File: src/rtl/pen_matrix_ctrl_pkg.sv
// Shared definitions for the light-pen LED matrix controller: colour codes,
// FSM state encoding and small elaboration-time helpers.
package pen_matrix_ctrl_pkg;

  typedef enum logic [1:0] {
    ST_IDLE  = 2'd0,
    ST_SCAN  = 2'd1,
    ST_PROBE = 2'd2
  } state_t;

  localparam logic [1:0] COL_OFF   = 2'b00;
  localparam logic [1:0] COL_RED   = 2'b01;
  localparam logic [1:0] COL_GREEN = 2'b10;
  localparam logic [1:0] COL_YEL   = 2'b11;

  localparam int RED_BIT   = 0;
  localparam int GREEN_BIT = 1;

  function automatic int max_int(input int a, input int b);
    return (a > b) ? a : b;
  endfunction

endpackage

File: src/rtl/pen_matrix_ctrl_pen_sync.sv
// Light-pen input conditioning: two-flop synchroniser on the raw photodetector
// followed by a sample-window qualifier that produces the pen_hit indication.
module pen_sync (
  input  logic clk,
  input  logic rst,
  input  logic pen_i,
  input  logic win_i,
  output logic pen_hit
);

  logic pen_p0;
  logic pen_p1;

  // stage p0/p1: metastability filter on the asynchronous detector
  always_ff @(posedge clk or posedge rst) begin
    if (rst) begin
      pen_p0 <= 1'b0;
      pen_p1 <= 1'b0;
    end else begin
      pen_p0 <= pen_i;
      pen_p1 <= pen_p0;
    end
  end

  assign pen_hit = pen_p1 & win_i;

endmodule

File: src/rtl/pen_matrix_ctrl.sv
// Bicolour LED matrix driver with framebuffer, row multiplexing and light-pen probe frames.
// Optional brightness PWM on display rows is compiled in with `define MATRIX_PWM_EN.
module pen_matrix_ctrl
  import pen_matrix_ctrl_pkg::*;
#(
  parameter int ROWS        = 8,
  parameter int COLS        = 8,
  parameter int SCAN_DIV    = 1000,
  parameter int PROBE_DIV   = 64,
  parameter int PROBE_EVERY = 4
) (
  input  logic                    clk,
  input  logic                    rst,
  input  logic                    enable,
  input  logic                    probe_en,
  input  logic                    draw_en,
  input  logic [1:0]              draw_color,
  input  logic                    pen_i,
  input  logic                    wr_en,
  input  logic [$clog2(ROWS)-1:0] wr_row,
  input  logic [$clog2(COLS)-1:0] wr_col,
  input  logic [1:0]              wr_data,
  input  logic                    clr,
  input  logic [2:0]              bright,
  output logic [ROWS-1:0]         row_o,
  output logic [COLS-1:0]         col_r_o,
  output logic [COLS-1:0]         col_g_o,
  output logic                    pen_valid,
  output logic [$clog2(ROWS)-1:0] pen_row,
  output logic [$clog2(COLS)-1:0] pen_col
);

  localparam int RW = $clog2(ROWS);
  localparam int CW = $clog2(COLS);
  localparam int DW = $clog2(max_int(SCAN_DIV, PROBE_DIV) + 1);
  localparam int FW = $clog2(PROBE_EVERY + 1);

  localparam logic [DW-1:0] SCAN_END   = DW'(SCAN_DIV);
  localparam logic [DW-1:0] PROBE_END  = DW'(PROBE_DIV);
  localparam logic [DW-1:0] WIN_START  = DW'(PROBE_DIV / 2 + 1);
  localparam logic [FW-1:0] FRAME_LAST = FW'(PROBE_EVERY - 1);
  localparam logic [RW-1:0] ROW_LAST   = RW'(ROWS - 1);
  localparam logic [CW-1:0] COL_LAST   = CW'(COLS - 1);
  localparam logic [RW:0]   ROWS_L     = (RW + 1)'(ROWS);
  localparam logic [CW:0]   COLS_L     = (CW + 1)'(COLS);

  state_t         state;
  logic [RW-1:0]  row_idx;
  logic [CW-1:0]  col_idx;
  logic [DW-1:0]  div_cnt;
  logic [FW-1:0]  frame_cnt;
  logic [1:0]     fb [ROWS][COLS];
  logic [COLS-1:0] fb_row_r;
  logic [COLS-1:0] fb_row_g;
  logic           probe_win;
  logic           pen_hit;
  logic           draw_hit;
  logic           wr_ok;

`ifdef MATRIX_PWM_EN
  logic [DW-1:0]  pwm_lim;

  function automatic logic [DW-1:0] pwm_limit(input logic [2:0] b);
    return DW'(((int'(b) + 1) * SCAN_DIV) / 8);
  endfunction
`else
  logic unused_bright;
  assign unused_bright = ^bright;
`endif

  function automatic logic [ROWS-1:0] row_sel(input logic [RW-1:0] r);
    return ~(ROWS'(1) << r);
  endfunction

  function automatic logic [COLS-1:0] col_sel(input logic [CW-1:0] c);
    return COLS'(1) << c;
  endfunction

  always_comb begin
    fb_row_r = '0;
    fb_row_g = '0;
    for (int c = 0; c < COLS; c++) begin
      fb_row_r[c] = fb[row_idx][c][RED_BIT];
      fb_row_g[c] = fb[row_idx][c][GREEN_BIT];
    end
  end

  // Only the second half of each lit pixel is sampled so the detector has settled.
  assign probe_win = (state == ST_PROBE) && (div_cnt >= WIN_START);
  assign draw_hit  = pen_hit && enable && draw_en;
  assign wr_ok     = ({1'b0, wr_row} < ROWS_L) && ({1'b0, wr_col} < COLS_L);

  pen_sync u_pen_sync (
    .clk     (clk),
    .rst     (rst),
    .pen_i   (pen_i),
    .win_i   (probe_win),
    .pen_hit (pen_hit)
  );

  // Each row or pixel dwell is one blank cycle (div_cnt==0) followed by the lit cycles.
  always_ff @(posedge clk or posedge rst) begin
    if (rst) begin
      state     <= ST_IDLE;
      row_idx   <= '0;
      col_idx   <= '0;
      div_cnt   <= '0;
      frame_cnt <= '0;
      row_o     <= '1;
      col_r_o   <= '0;
      col_g_o   <= '0;
      pen_valid <= 1'b0;
      pen_row   <= '0;
      pen_col   <= '0;
`ifdef MATRIX_PWM_EN
      pwm_lim   <= '0;
`endif
    end else begin
      pen_valid <= 1'b0;
      if (!enable) begin
        state   <= ST_IDLE;
        row_idx <= '0;
        col_idx <= '0;
        div_cnt <= '0;
        row_o   <= '1;
        col_r_o <= '0;
        col_g_o <= '0;
      end else begin
        case (state)
          ST_IDLE: begin
            state   <= ST_SCAN;
            row_idx <= '0;
            col_idx <= '0;
            div_cnt <= '0;
            row_o   <= '1;
            col_r_o <= '0;
            col_g_o <= '0;
          end

          ST_SCAN: begin
            if (div_cnt == SCAN_END) begin
              div_cnt <= '0;
              row_o   <= '1;
              col_r_o <= '0;
              col_g_o <= '0;
              if (row_idx == ROW_LAST) begin
                row_idx <= '0;
                if (frame_cnt == FRAME_LAST) begin
                  frame_cnt <= '0;
                  if (probe_en) begin
                    state   <= ST_PROBE;
                    col_idx <= '0;
                  end
                end else begin
                  frame_cnt <= frame_cnt + 1'b1;
                end
              end else begin
                row_idx <= row_idx + 1'b1;
              end
            end else begin
              div_cnt <= div_cnt + 1'b1;
              row_o   <= row_sel(row_idx);
              // Row data is latched once per dwell so writes land at the next refresh.
              if (div_cnt == '0) begin
`ifdef MATRIX_PWM_EN
                pwm_lim <= pwm_limit(bright);
                col_r_o <= (pwm_limit(bright) == '0) ? '0 : fb_row_r;
                col_g_o <= (pwm_limit(bright) == '0) ? '0 : fb_row_g;
`else
                col_r_o <= fb_row_r;
                col_g_o <= fb_row_g;
`endif
              end
`ifdef MATRIX_PWM_EN
              else if (div_cnt >= pwm_lim) begin
                col_r_o <= '0;
                col_g_o <= '0;
              end
`endif
            end
          end

          ST_PROBE: begin
            if (pen_hit) begin
              pen_valid <= 1'b1;
              pen_row   <= row_idx;
              pen_col   <= col_idx;
              state     <= ST_SCAN;
              row_idx   <= '0;
              col_idx   <= '0;
              div_cnt   <= '0;
              row_o     <= '1;
              col_r_o   <= '0;
              col_g_o   <= '0;
            end else if (div_cnt == PROBE_END) begin
              div_cnt <= '0;
              row_o   <= '1;
              col_r_o <= '0;
              col_g_o <= '0;
              if (col_idx == COL_LAST) begin
                col_idx <= '0;
                if (row_idx == ROW_LAST) begin
                  row_idx <= '0;
                  state   <= ST_SCAN;
                end else begin
                  row_idx <= row_idx + 1'b1;
                end
              end else begin
                col_idx <= col_idx + 1'b1;
              end
            end else begin
              div_cnt <= div_cnt + 1'b1;
              row_o   <= row_sel(row_idx);
              col_r_o <= '0;
              col_g_o <= col_sel(col_idx);
            end
          end

          default: begin
            state   <= ST_IDLE;
            row_o   <= '1;
            col_r_o <= '0;
            col_g_o <= '0;
          end
        endcase
      end
    end
  end

  // Later statements win: host write overrides a pen draw on the same pixel; clr beats both.
  always_ff @(posedge clk or posedge rst) begin
    if (rst) begin
      for (int r = 0; r < ROWS; r++)
        for (int c = 0; c < COLS; c++)
          fb[r][c] <= COL_OFF;
    end else if (clr) begin
      for (int r = 0; r < ROWS; r++)
        for (int c = 0; c < COLS; c++)
          fb[r][c] <= COL_OFF;
    end else begin
      if (draw_hit)
        fb[row_idx][col_idx] <= draw_color;
      if (wr_en && wr_ok)
        fb[wr_row][wr_col] <= wr_data;
    end
  end

endmodule
File: config.mk
export PLATFORM = sky130hd
export DESIGN_NAME = pen_matrix_ctrl
export DESIGN_NICKNAME = d
export VERILOG_FILES = /design/src/rtl/pen_matrix_ctrl_pkg.sv /design/src/rtl/pen_matrix_ctrl_pen_sync.sv /design/src/rtl/pen_matrix_ctrl.sv
export SDC_FILE = /design/constraint.sdc
export NUM_CORES = 1
export LEC_CHECK = 0
export BUFFER_PORTS_ARGS = -buffer_cell sky130_fd_sc_hd__clkbuf_2
export CAP_MARGIN = 25
export CORE_MARGIN = 2
export CORE_UTILIZATION = 67
export DETAILED_ROUTE_END_ITERATION = 16
export GPL_TIMING_DRIVEN = 0
export PLACE_DENSITY = 0.91
export RECOVER_POWER = 100
export SLEW_MARGIN = 15
export SYNTH_ARGS = -nofsm -noshare
export SYNTH_HDL_FRONTEND = slang
export SYNTH_HIERARCHICAL = 1
export SYNTH_SLANG_ARGS = --single-unit
export TNS_END_PERCENT = 100
File: constraint.sdc
create_clock -name clk -period 17 [get_ports clk]
set_input_delay 3.4 -clock clk [delete_from_list [all_inputs] [get_ports clk]]
set_output_delay 3.4 -clock clk [all_outputs]
set_load 0.02 [all_outputs]
==> metrics, run 1 <==
die height 133 microns; internal portion of total power approximately 750 uW; hold_buf cts 0; number of instances resized during post-cts repair 0; clk root buf sky130_fd_sc_hd__clkbuf_16; reported leakage power 0.00484 uW; end point of the most critical hold path u_pen_sync/pen_p1$_DFF_PP0_; critical path launch point type input port; combinational fraction of design power 21.4%; via count about 11000; Min-Delay Startpoint u_pen_sync/pen_p0$_DFF_PP0_; iteration count of the initial detailed-routing pass 10; R2R Path Start div_cnt[0]$_DFFE_PP0P_; I/O Buffers 40; number of setup buffers added after CTS 0; accumulated negative setup slack 0 ns; proportion of register bits with asynchronous set or reset after synthesis 100%; half-perimeter wire length after placement 25300 microns; switching component of the power 360 uW; count of cell types in the netlist 72; worst stage delay on the critical path 2.25 ns; Overall Global Routing Usage 42.0%; maximum fanout count along the critical path 92; sequential fraction of design power 41.4%; antenna violations before repair 0; Clock Latency Late Sink 0.45 ns; maximum number of pins on one net before global-route repair 93; clock buffer count from CTS 17; switching share of total power around a third; Synth warnings 6; number of diodes 0; Clock power frac 37.1%; number of violations reported at the end of detailed-routing iteration 0 1709; sequential fraction of the synthesis area approximately 41%; die width approximately 130 microns; routability-driven placement congestion ratio 1.02; post-DR vias/cell 7.34; first-pass GRT wire length 56500 microns; CP delay by family, top buffers and inverters; synthesized area per cell 9.85 sq um; clock tree from TritonCTS yes; area of the die between 15000 and 20000 sq um; final setup violation count 0; fraction of final layout cells sized beyond drive strength 1 9.66%; Most used DFF post-synth sky130_fd_sc_hd__dfrtp_1; time the worst path needs with I/O delays and setup 5.99 ns; maximum count of clock buffers along a single path 2; area of the core about 16000 sq um; number of max-slew violations in the final report 92; worst setup skew after layout 0.00797 ns; final count of hold timing violations 0; cell depth of the worst min-delay path 0; IO Pins 52; number of levels in the clock H-tree 4; number of flip-flops and latches in the synthesized netlist roughly 180; Relative slew margins -173%; reg-to-reg endpoint fb[91]$_DFF_PP0_; Reg2Reg Setup Slack 12.92 ns; Buffers & Inverters on Critical Path 2; worst path cell trace clkbuf_1 -> clkinvlp_2; Worst EP arrival 5.85 ns; max-cap check violation count 1; area grow syn2layout 8.38%; post-layout util between 70% and 80%; number of nets still failing antenna checks after routing 0; measured slew at the worst slew-check pin 4.07 ns; path type of the worst min-delay path flop to flop; highest ir drop seen on vdd 74.3 uV; Post-Syn Area 11200 sq um; violations in the final reports max-capacitance violations, max-slew violations; initial core utilization 68.0%; Crit Path Class input port to asynchronous set/reset pin; library cell contributing the largest single delay on the critical path sky130_fd_sc_hd__clkinvlp_2; clock sinks 182; logic depth of the worst register-to-register path 13; total nets after synthesis approximately 1200; number of global-route vias before repair 10100; number of enable flip-flop cells after synthesis 0; Worst EP required 16.86 ns; result of the run finished, violations left; final period utilization 35.2%; final net count between 1000 and 1500; residual overflow from global routing 0; count of mapped cells out of synthesis 1136; unrepaired setup endpoints after global routing false; Critical Path Sink Type asynchronous set/reset pin; power density over the cells 91.8 nW/um^2; DRC violations left 0; row count 47; clock-pin slew reported for the worst setup and hold paths after clock tree synthesis 0.07 ns; max frequency between 150 and 200 MHz; WL/cell 25.7 microns; Routed Wire Length about 37000 microns
## area by class of cell
type,instances,area [sq um]
tap,220,275
fill,1141,4330
clock buffer,18,429
inverter,24,91.3
timing repair buffer,43,199
buffer,107,430
clock inverter,14,174
sequential,182,4560
multi-input combinational,823,5970
## cell families after synthesis
| kind of cell | count (synthesis) | synth area share (%) |
|---|---|---|
| simple gates | 393 | 18.6 |
| compound gates | 236 | 15.7 |
| flops | 182 | 40.8 |
| mux | 173 | 17.9 |
| buf+inv | 131 | 4.76 |
| fa+ha+maj | 20 | 2.24 |
| xor+xnor | 1 | 0.0783 |
## sequential cells by signal (all words and copies together), names as in the netlist
name,cells
fb,128
div_cnt,10
col_g_o,8
col_r_o,8
row_o,8
col_idx,3
frame_cnt,3
pen_col,3
pen_row,3
row_idx,3
state,2
pen_valid,1
u_pen_sync/pen_p0,1
u_pen_sync/pen_p1,1
## Yosys cell counts, drive strengths merged (8+ instances only)
master,instances,share of area (%)
a211oi,130,8.7
a21oi,11,0.49
a22o,11,0.86
buf,36,1.6
clkbuf,71,2.4
dfrtp,174,39
dfstp,8,1.9
ha,20,2.2
inv,24,0.80
mux2,9,0.91
mux2i,143,13
mux4,21,4.2
nand2,96,3.2
nand2b,9,0.50
nand3,8,0.36
nand3b,8,0.54
nand4,9,0.50
nor2,138,4.6
nor3,61,4.1
o211ai,10,0.67
o21ai,21,1.0
o22ai,12,0.67
or4,16,1.1
## placed cells by master, fill, tap and decap left out, types with 6 or more instances in the layout
master / netlist / routed
sky130_fd_sc_hd__dfrtp_1: 174 / 174
sky130_fd_sc_hd__mux2i_1: 143 / 143
sky130_fd_sc_hd__nor2_1: 138 / 138
sky130_fd_sc_hd__a211oi_1: 130 / 130
sky130_fd_sc_hd__clkbuf_1: 70 / 112
sky130_fd_sc_hd__nand2_1: 96 / 96
sky130_fd_sc_hd__nor3_1: 30 / 60
sky130_fd_sc_hd__inv_1: 23 / 22
sky130_fd_sc_hd__mux4_2: 21 / 21
sky130_fd_sc_hd__o21ai_0: 18 / 20
sky130_fd_sc_hd__ha_1: 20 / 20
sky130_fd_sc_hd__buf_2: 26 / 19
sky130_fd_sc_hd__clkbuf_16: 0 / 17
sky130_fd_sc_hd__or4_1: 16 / 16
sky130_fd_sc_hd__o22ai_1: 12 / 12
sky130_fd_sc_hd__a21oi_1: 11 / 11
sky130_fd_sc_hd__a22o_1: 11 / 11
sky130_fd_sc_hd__o211ai_1: 10 / 10
sky130_fd_sc_hd__clkbuf_2: 1 / 9
sky130_fd_sc_hd__nand4_1: 9 / 9
sky130_fd_sc_hd__nand2b_1: 9 / 9
sky130_fd_sc_hd__mux2_2: 9 / 9
sky130_fd_sc_hd__buf_1: 8 / 8
sky130_fd_sc_hd__nand3_1: 8 / 8
sky130_fd_sc_hd__nand3b_1: 8 / 8
sky130_fd_sc_hd__dfstp_2: 8 / 8
sky130_fd_sc_hd__nor2b_1: 6 / 6
## per-layer routing
metal	vias to the layer above	GRT usage, %	share of wire [%]
li1	4341	-	-
met5	-	0	0
met3	268	13.5	14
met1	4976	52.3	34
met4	0	27.7	8.4
met2	922	63.1	43
## power by group through the flow
stage	combinational, uW	sequential, uW	clock, uW
CTS	234	461	409
detailed placement	233	469	0
floorplan	150	478	0
finish	239	461	414
global placement	226	469	0
global route	254	463	427
## worst max path at each step
stage                     startpoint                endpoint  slack [ns]  cells past startpoint
after floorplan                  rst  col_g_o[0]$_DFFE_PP0P_        8.73                      1
after global routing             rst       fb[103]$_DFF_PP0_       10.31                      2
final                            rst       fb[108]$_DFF_PP0_       11.01                      2
after detailed placement   wr_row[0]       fb[111]$_DFF_PP0_       11.62                      4
after CTS                  wr_row[1]        fb[91]$_DFF_PP0_       11.98                      4
after global placement           rst        fb[99]$_DFF_PP0_        6.90                      2
## metrics by stage
step                      setup slack (ns)  hold slack [ns]  cell area (sq um)  cells  total power, uW
after global routing                 10.31            0.368              12100   1431             1140
final                                11.01            0.353              12100   1431             1110
after detailed placement             11.62            0.340              11700   1398              702
after global placement                6.90            0.333              11700   1396              695
after floorplan                       8.73            0.331              11200   1136              629
after CTS                            11.98            0.356              12300   1430             1100
(Power assumes the default switching activity.)
==> run 2, diff against run 1 <==
Settings changed: ABC_AREA from default to 1, CORE_UTILIZATION 67 to 63, PLACE_DENSITY 0.91 to 0.86.
Clock period 17 ns to 5.9 ns, I/O delays scaled along.
==> run 2 against run 1 <==
Net effect:
- the flow still finishes with violations (max-capacitance violations, max-slew violations)
- via count grew 23%
- sequential share of layout area shrank 2.8 points
- non-clock buffer count shrank 20
- total power grew to 3.1 times the previous value
- critical endpoint is now fb[35]$_DFF_PP0_
- largest cell class unchanged
- highest routed layer unchanged
==> metrics, run 2 <==
most prevalent standard cell on the critical path sky130_fd_sc_hd__inv_1; cell types with the largest area share after synthesis sky130_fd_sc_hd__dfrtp_1 (36%), sky130_fd_sc_hd__nand2_1 (19%), sky130_fd_sc_hd__inv_1 (8.1%); WL/cell 19.5 microns (-24%); die height 143 microns (+7.3%); time the worst path needs with I/O delays and setup just under 4 ns; proportion of register bits with asynchronous set or reset after synthesis 100% (unchanged); count of mapped cells out of synthesis 1815 (+60%); Routed Wire Length 42200 microns (+15%); cell taking the most area after synthesis sky130_fd_sc_hd__dfrtp_1; maximum count of clock buffers along a single path 2 (unchanged); area grow syn2layout 7.65%; Crit Path Class flop to flop; measured slew at the worst slew-check pin 1.90 ns (-2.17 ns); Clock power frac 34.6% (-2.5 points); die width 143 microns (+7.3%); sequential fraction of the synthesis area 37.5% (-3.3 points); clock-pin slew reported for the worst setup and hold paths after clock tree synthesis 0.07 ns (about the same); max frequency 252 MHz; Min-Delay Startpoint u_pen_sync/pen_p0$_DFF_PP0_; Clock Latency Late Sink 0.46 ns (about the same); sequential fraction of design power 38.5% (-2.9 points); via count 13000 (+23%); half-perimeter wire length after placement 30000 microns (+19%); worst setup skew after layout 0.0161 ns (+0.00816 ns); Area after DPL 12900 sq um (+9.8%); FF/Latch Area 4560 sq um (unchanged); total nets after synthesis 1856 (+58%); first-pass GRT wire length 64700 microns (+15%); Worst Hold Slack 0.368 ns (+0.0157 ns); number of nets still failing antenna checks after routing 0 (unchanged); number of max-slew violations in the final report 40 (-57%); leading registers by flop count fb (128), div_cnt (10); number of levels in the clock H-tree 4 (unchanged); iteration count of the initial detailed-routing pass 7 (-3); most frequent cells in the layout sky130_fd_sc_hd__nand2_1 (619), sky130_fd_sc_hd__inv_1 (263), sky130_fd_sc_hd__nand3_1 (207); row count 50 (+6.4%); clk root buf sky130_fd_sc_hd__clkbuf_16; Most used DFF post-synth sky130_fd_sc_hd__dfrtp_1; number of violations reported at the end of detailed-routing iteration 0 1959 (+15%); register with the highest flop count fb; fraction of final layout cells sized beyond drive strength 1 6.16% (-3.5 points); number of diodes 0 (unchanged); path type of the worst min-delay path flop to flop; final setup violation count 0 (unchanged); share of Yosys cell area claimed by the top area cell type 35.8% (-3.1 points); Critical Path Sink Type flop; footprint of the multi-input gates 5830 sq um (-2.4%); Worst EP arrival 4.31 ns (-1.54 ns); fill cell instance count of the final layout 1614 (+41%); violations in the final reports max-capacitance violations, max-slew violations; combinational fraction of design power 26.9% (+5.5 points); dpl ws 2.82 ns (-8.80 ns); area of the die 20400 sq um (+15%); post-DR vias/cell 6.01 (-18%); top cell types by occurrence after synthesis sky130_fd_sc_hd__nand2_1 (617), sky130_fd_sc_hd__inv_1 (262), sky130_fd_sc_hd__dfrtp_1 (174); routability-driven placement congestion ratio 1.09 (+6.4%); highest ir drop seen on vdd 207 uV (+180%); switching component of the power 1300 uW (+260%); reported leakage power 0.00706 uW (+46%); max reg flops 128 (unchanged); number of flip-flops and latches in the synthesized netlist 182 (unchanged); IO Pins 52 (unchanged); critical path launch point type flop; initial core utilization 64.6% (-3.4 points); synthesized area per cell 6.70 sq um (-32%); result of the run finished, violations left; Relative slew margins -26.8% (+150 points); library cell contributing the largest single delay on the critical path sky130_fd_sc_hd__nor2_1; internal portion of total power 2210 uW (+190%); final count of hold timing violations 0 (unchanged); area of the core 18800 sq um (+14%); power density over the cells 268 nW/um^2 (+190%); hold_buf cts 0 (unchanged); R2R Path Start state[0]$_DFFE_PP0P_; Post-Syn Area 12200 sq um (+8.7%); unrepaired setup endpoints after global routing false; I/O Buffers 45 (+13%); Synth warnings 6 (unchanged); DRC violations left 0 (unchanged); post-route cell area 13100 sq um (+8.0%); residual overflow from global routing 0 (unchanged); worst path cell trace inv_1 -> ha_1 -> clkbuf_1 -> inv_1 -> a21oi_1 -> nand2_1 -> inv_1 -> nand3_1 -> nor2_1 -> clkbuf_1 -> nand3_1 -> nand2_1 -> o211ai_1 -> nand2_1 -> inv_1; worst stage delay on the critical path 0.80 ns (-1.45 ns); number of global-route vias before repair 12000 (+19%); clock tree from TritonCTS yes; most used standard cell by instance count after synthesis sky130_fd_sc_hd__nand2_1; Worst EP required 6.24 ns (-10.62 ns); number of setup buffers added after CTS 0 (unchanged); number of enable flip-flop cells after synthesis 0 (unchanged); accumulated negative setup slack 0 ns (unchanged); final net count 1927 (+56%); Overall Global Routing Usage 42.3% (+0.28 points); CP startpoint state[0]$_DFFE_PP0P_; maximum fanout count along the critical path 10 (-89%); final period utilization 67.3%; antenna violations before repair 0 (unchanged); max-cap check violation count 1 (unchanged); clock buffer count from CTS 17 (unchanged); switching share of total power 37.0% (+4.7 points); leading cell type in the layout, fill and taps excluded sky130_fd_sc_hd__nand2_1; number of instances resized during post-cts repair 0 (unchanged); clock sinks 182 (unchanged); maximum number of pins on one net before global-route repair 40 (-57%); count of cell types in the netlist 39 (-46%); final worst-path setup slack 1.93 ns (-9.08 ns)
-- run 2: cell count changes after synthesis, moves of 31 or more --
cell	before	now
sky130_fd_sc_hd__a21oi_1	11	61
sky130_fd_sc_hd__mux2i_1	143	0
sky130_fd_sc_hd__o211ai_1	10	43
sky130_fd_sc_hd__nand3_2	0	37
sky130_fd_sc_hd__a211oi_1	130	0
sky130_fd_sc_hd__o21ai_0	18	62
sky130_fd_sc_hd__inv_1	23	262
sky130_fd_sc_hd__clkbuf_1	70	39
sky130_fd_sc_hd__nand3_1	8	172
sky130_fd_sc_hd__nand2_1	96	617
-- run 2: per-stage QoR --
step	power (uW)	utilization, %	std cells
6_report	3510	69.6	2159
5_1_grt	3620	69.6	2159
4_1_cts	3470	71.6	2159
3_5_place_dp	2280	68.4	2127
3_3_place_gp	2250	67.6	2120
2_1_floorplan	1970	-	1815
-- run 2: per-layer routing --
metal | up-vias | share of wire [%] | global-route usage (%)
met3 | 278 | 15 | 13.2
met5 | - | 0 | 0
met1 | 5774 | 35 | 53.1
met4 | 0 | 8.1 | 28.1
li1 | 5873 | - | -
met2 | 1051 | 42 | 62.6
-- run 2: critical path, delay by kind of cell (launching register included) --
kind	cells	cell delay [ns]
compound gates	2	0.27
simple gates	6	1.63
flops	1	0.43
buf+inv	6	1.38
fa+ha+maj	1	0.14
-- run 2: cell families (layout without fill, tap and decap cells) --
group	Yosys count	count (layout)	synth area share, %
and+or+nand+nor	1013	1013	36.9
buffers and inverters	375	459	12.7
adders and majority gates	20	20	2.06
xor gates and xnor gates	4	4	0.288
DFF	182	182	37.5
AOI/OAI and AO/OA	221	221	10.5
-- run 2: layout make-up --
class                      count  share of cell area [%]
sequential                   182                    34.8
buffer                        78                    2.88
tap                          260                    2.48
timing repair buffer          52                    2.16
clock buffer                  20                    3.56
inverter                     297                    8.54
multi-input combinational   1258                    44.5
clock inverter                12                    1.06
-- run 2: power groups by stage --
stage	clock network, uW	registers, uW	logic (uW)
floorplan	0	1410	555
global placement	0	1370	879
detailed placement	0	1380	909
CTS	1190	1350	920
global route	1260	1360	1010
finish	1210	1350	944
-- run 2: worst paths after layout --
| check | endpoint | depth (start not counted) | slack [ns] |
|---|---|---|---|
| min in group asynchronous | u_pen_sync/pen_p1$_DFF_PP0_ | 2 | 0.57 |
| max | fb[35]$_DFF_PP0_ | 15 | 1.93 |
| max reg2reg | fb[35]$_DFF_PP0_ | 15 | 1.93 |
| min reg2reg | u_pen_sync/pen_p1$_DFF_PP0_ | 0 | 0.37 |
| max in group asynchronous | fb[41]$_DFF_PP0_ | 6 | 2.38 |
| min | u_pen_sync/pen_p1$_DFF_PP0_ | 0 | 0.37 |
==> run 3, diff against run 2 <==
Settings changed: CORE_UTILIZATION 63 to 57, PLACE_DENSITY 0.86 to 0.83.
Clock period 5.9 ns to 3.5 ns, I/O delays scaled along.
==> run 3 against run 2 <==
Net effect:
- the run still ends with max-capacitance violations, max-slew violations left
- global-route usage decreased by 4.5 points
- sequential power increased by 69%
- die area increased by 10%
- wire length decreased by 0.68%
- clock skew decreased by 0.0017 ns
- critical path type unchanged
- highest routed layer unchanged
==> metrics, run 3 (synthesis gave the netlist of run 2 again) <==
number of setup buffers added after CTS 0 (unchanged); clock tree from TritonCTS yes; Clock Latency Late Sink 0.45 ns (about the same); result of the run finished, violations left; initial core utilization 58.1% (-6.6 points); number of instances resized during post-cts repair 0 (unchanged); number of violations reported at the end of detailed-routing iteration 0 1908 (-2.6%); IO Pins 52 (unchanged); Reg2Reg Setup Slack 0.37 ns (-1.57 ns); half-perimeter wire length after placement 30500 microns (+1.6%); post-layout util 62.8% (-6.7 points); maximum number of pins on one net before global-route repair 35 (-13%); path type of the worst min-delay path input port to asynchronous set/reset pin; max-cap check violation count 2 (+1); WL/cell 19.3 microns (-1.3%); highest ir drop seen on vdd 354 uV (+72%); unrepaired setup endpoints after global routing false; violations in the final reports max-capacitance violations, max-slew violations; number of diodes 0 (unchanged); final period utilization 89.6% (+22 points); reg-to-reg endpoint fb[93]$_DFF_PP0_; Overall Global Routing Usage 37.8% (-4.5 points); Critical Path Sink Type flop; reported leakage power 0.00709 uW (+0.41%); clock sinks 182 (unchanged); critical path launch point type flop; final count of hold timing violations 0 (unchanged); clock buffer count from CTS 17 (unchanged); time the worst path needs with I/O delays and setup 3.13 ns (-0.834 ns); maximum count of clock buffers along a single path 2 (unchanged); residual overflow from global routing 0 (unchanged); Clock power frac 34.5% (about the same); final setup violation count 0 (unchanged); antenna violations before repair 0 (unchanged); measured slew at the worst slew-check pin 1.98 ns (+0.0745 ns); first-pass GRT wire length 64100 microns (-0.97%); clk root buf sky130_fd_sc_hd__clkbuf_16; fraction of final layout cells sized beyond drive strength 1 6.53% (+0.37 points); die width 150 microns (+5.0%); filler-free cell count of the finished design 2173 (+0.65%); sequential fraction of design power 38.8% (+0.3 points); power density over the cells 446 nW/um^2 (+67%); CP startpoint row_idx[0]$_DFFE_PP0P_; iteration count of the initial detailed-routing pass 11 (+4); switching share of total power 37.6% (+0.59 points); logic depth of the worst register-to-register path 9 (-6); leading registers by flop count fb (128), div_cnt (10); switching component of the power 2210 uW (+70%); number of nets still failing antenna checks after routing 0 (unchanged); hold_buf cts 0 (unchanged); Crit Path Class flop to flop; area grow syn2layout 8.23%; R2R Path Start row_idx[0]$_DFFE_PP0P_; number of placed cells counting well taps 2141 (+0.66%); maximum fanout count along the critical path 10 (unchanged); capturing instance or port of the critical path fb[93]$_DFF_PP0_; Routed Wire Length 41900 microns (-0.68%); I/O Buffers 45 (unchanged); Relative slew margins -31.7% (-5.0 points); worst setup skew after layout 0.0144 ns (-0.00173 ns); register with the highest flop count fb; number of levels in the clock H-tree 4 (unchanged); area of the die 22500 sq um (+10%); dpl ws 0.940 ns (-1.88 ns); via count 12900 (-0.79%); number of global-route vias before repair 11800 (-2.1%); row count 53 (+6.0%); max frequency 319 MHz (+27%); max reg flops 128 (unchanged); leading cell type in the layout, fill and taps excluded sky130_fd_sc_hd__nand2_1; most frequent cells in the layout sky130_fd_sc_hd__nand2_1 (619), sky130_fd_sc_hd__inv_1 (263), sky130_fd_sc_hd__nand3_1 (208); final net count 1926 (-0.052%); post-DR vias/cell 5.92 (-1.4%); clock-pin slew reported for the worst setup and hold paths after clock tree synthesis 0.08 ns (about the same); Worst EP arrival 3.47 ns (-0.84 ns); DRC violations left 0 (unchanged); internal portion of total power 3660 uW (+66%); routability-driven placement congestion ratio 1.09 (about the same); area of the core 21000 sq um (+11%); die height 150 microns (+5.0%); number of max-slew violations in the final report 66 (+65%); Worst EP required 3.83 ns (-2.41 ns); final worst-path setup slack 0.365 ns (-1.57 ns); combinational fraction of design power 26.8% (about the same)
run 3: cell type report:
| cell class | count | area [sq um] |
|---|---|---|
| Fill cell | 1959 | 7780 |
| Clock buffer | 17 | 425 |
| Buffer | 78 | 422 |
| Inverter | 297 | 1120 |
| Sequential cell | 182 | 4560 |
| Clock inverter | 15 | 168 |
| Timing Repair Buffer | 51 | 280 |
| Multi-Input combinational cell | 1258 | 5850 |
| Tap cell | 275 | 344 |
run 3: worst max-delay path, cell delays in order (launching register included):
cell and delay (ns):
sky130_fd_sc_hd__dfrtp_1 0.45, sky130_fd_sc_hd__inv_1 0.11, sky130_fd_sc_hd__clkbuf_1 0.50, sky130_fd_sc_hd__nand3_1 0.63, sky130_fd_sc_hd__inv_1 0.57, sky130_fd_sc_hd__nand3_1 0.25
sky130_fd_sc_hd__nand2_1 0.10, sky130_fd_sc_hd__o21ai_0 0.09, sky130_fd_sc_hd__o21ai_0 0.23, sky130_fd_sc_hd__inv_1 0.07
run 3: worst min-delay path by stage:
stage                                             end  slack [ns]  depth (start not counted)
after floorplan           u_pen_sync/pen_p1$_DFF_PP0_        0.33                          0
after global placement    u_pen_sync/pen_p1$_DFF_PP0_        0.34                          0
after detailed placement  u_pen_sync/pen_p1$_DFF_PP0_        0.35                          0
after CTS                 u_pen_sync/pen_p1$_DFF_PP0_        0.10                          2
after global routing      u_pen_sync/pen_p1$_DFF_PP0_         0.1                          2
final                     u_pen_sync/pen_p1$_DFF_PP0_        0.09                          2
run 3: layer usage:
layer	vias up	track usage [%]	part of all wire, %
met2	926	57.9	42
met4	0	23.7	8.0
met1	5837	48.6	37
met5	-	0	0
li1	5857	-	-
met3	253	8.39	13
run 3: power by group through the flow:
stage | Combinational [uW] | Clock [uW] | Sequential [uW]
finish | 1570 | 2020 | 2280
global route | 1690 | 2100 | 2290
CTS | 1550 | 2000 | 2280
detailed placement | 1540 | 0 | 2320
global placement | 1500 | 0 | 2320
floorplan | 935 | 0 | 2380
run 3: metrics by stage:
stage                     total power (uW)  area, sq um  setup TNS, ns  hold WS [ns]
final                                 5870        13200              0        0.0866
after global routing                  6080        13200              0        0.0986
after CTS                             5830        13500              0         0.105
after detailed placement              3860        12900              0         0.352
after global placement                3820        12700        -121.79         0.337
after floorplan                       3320        12200              0         0.331
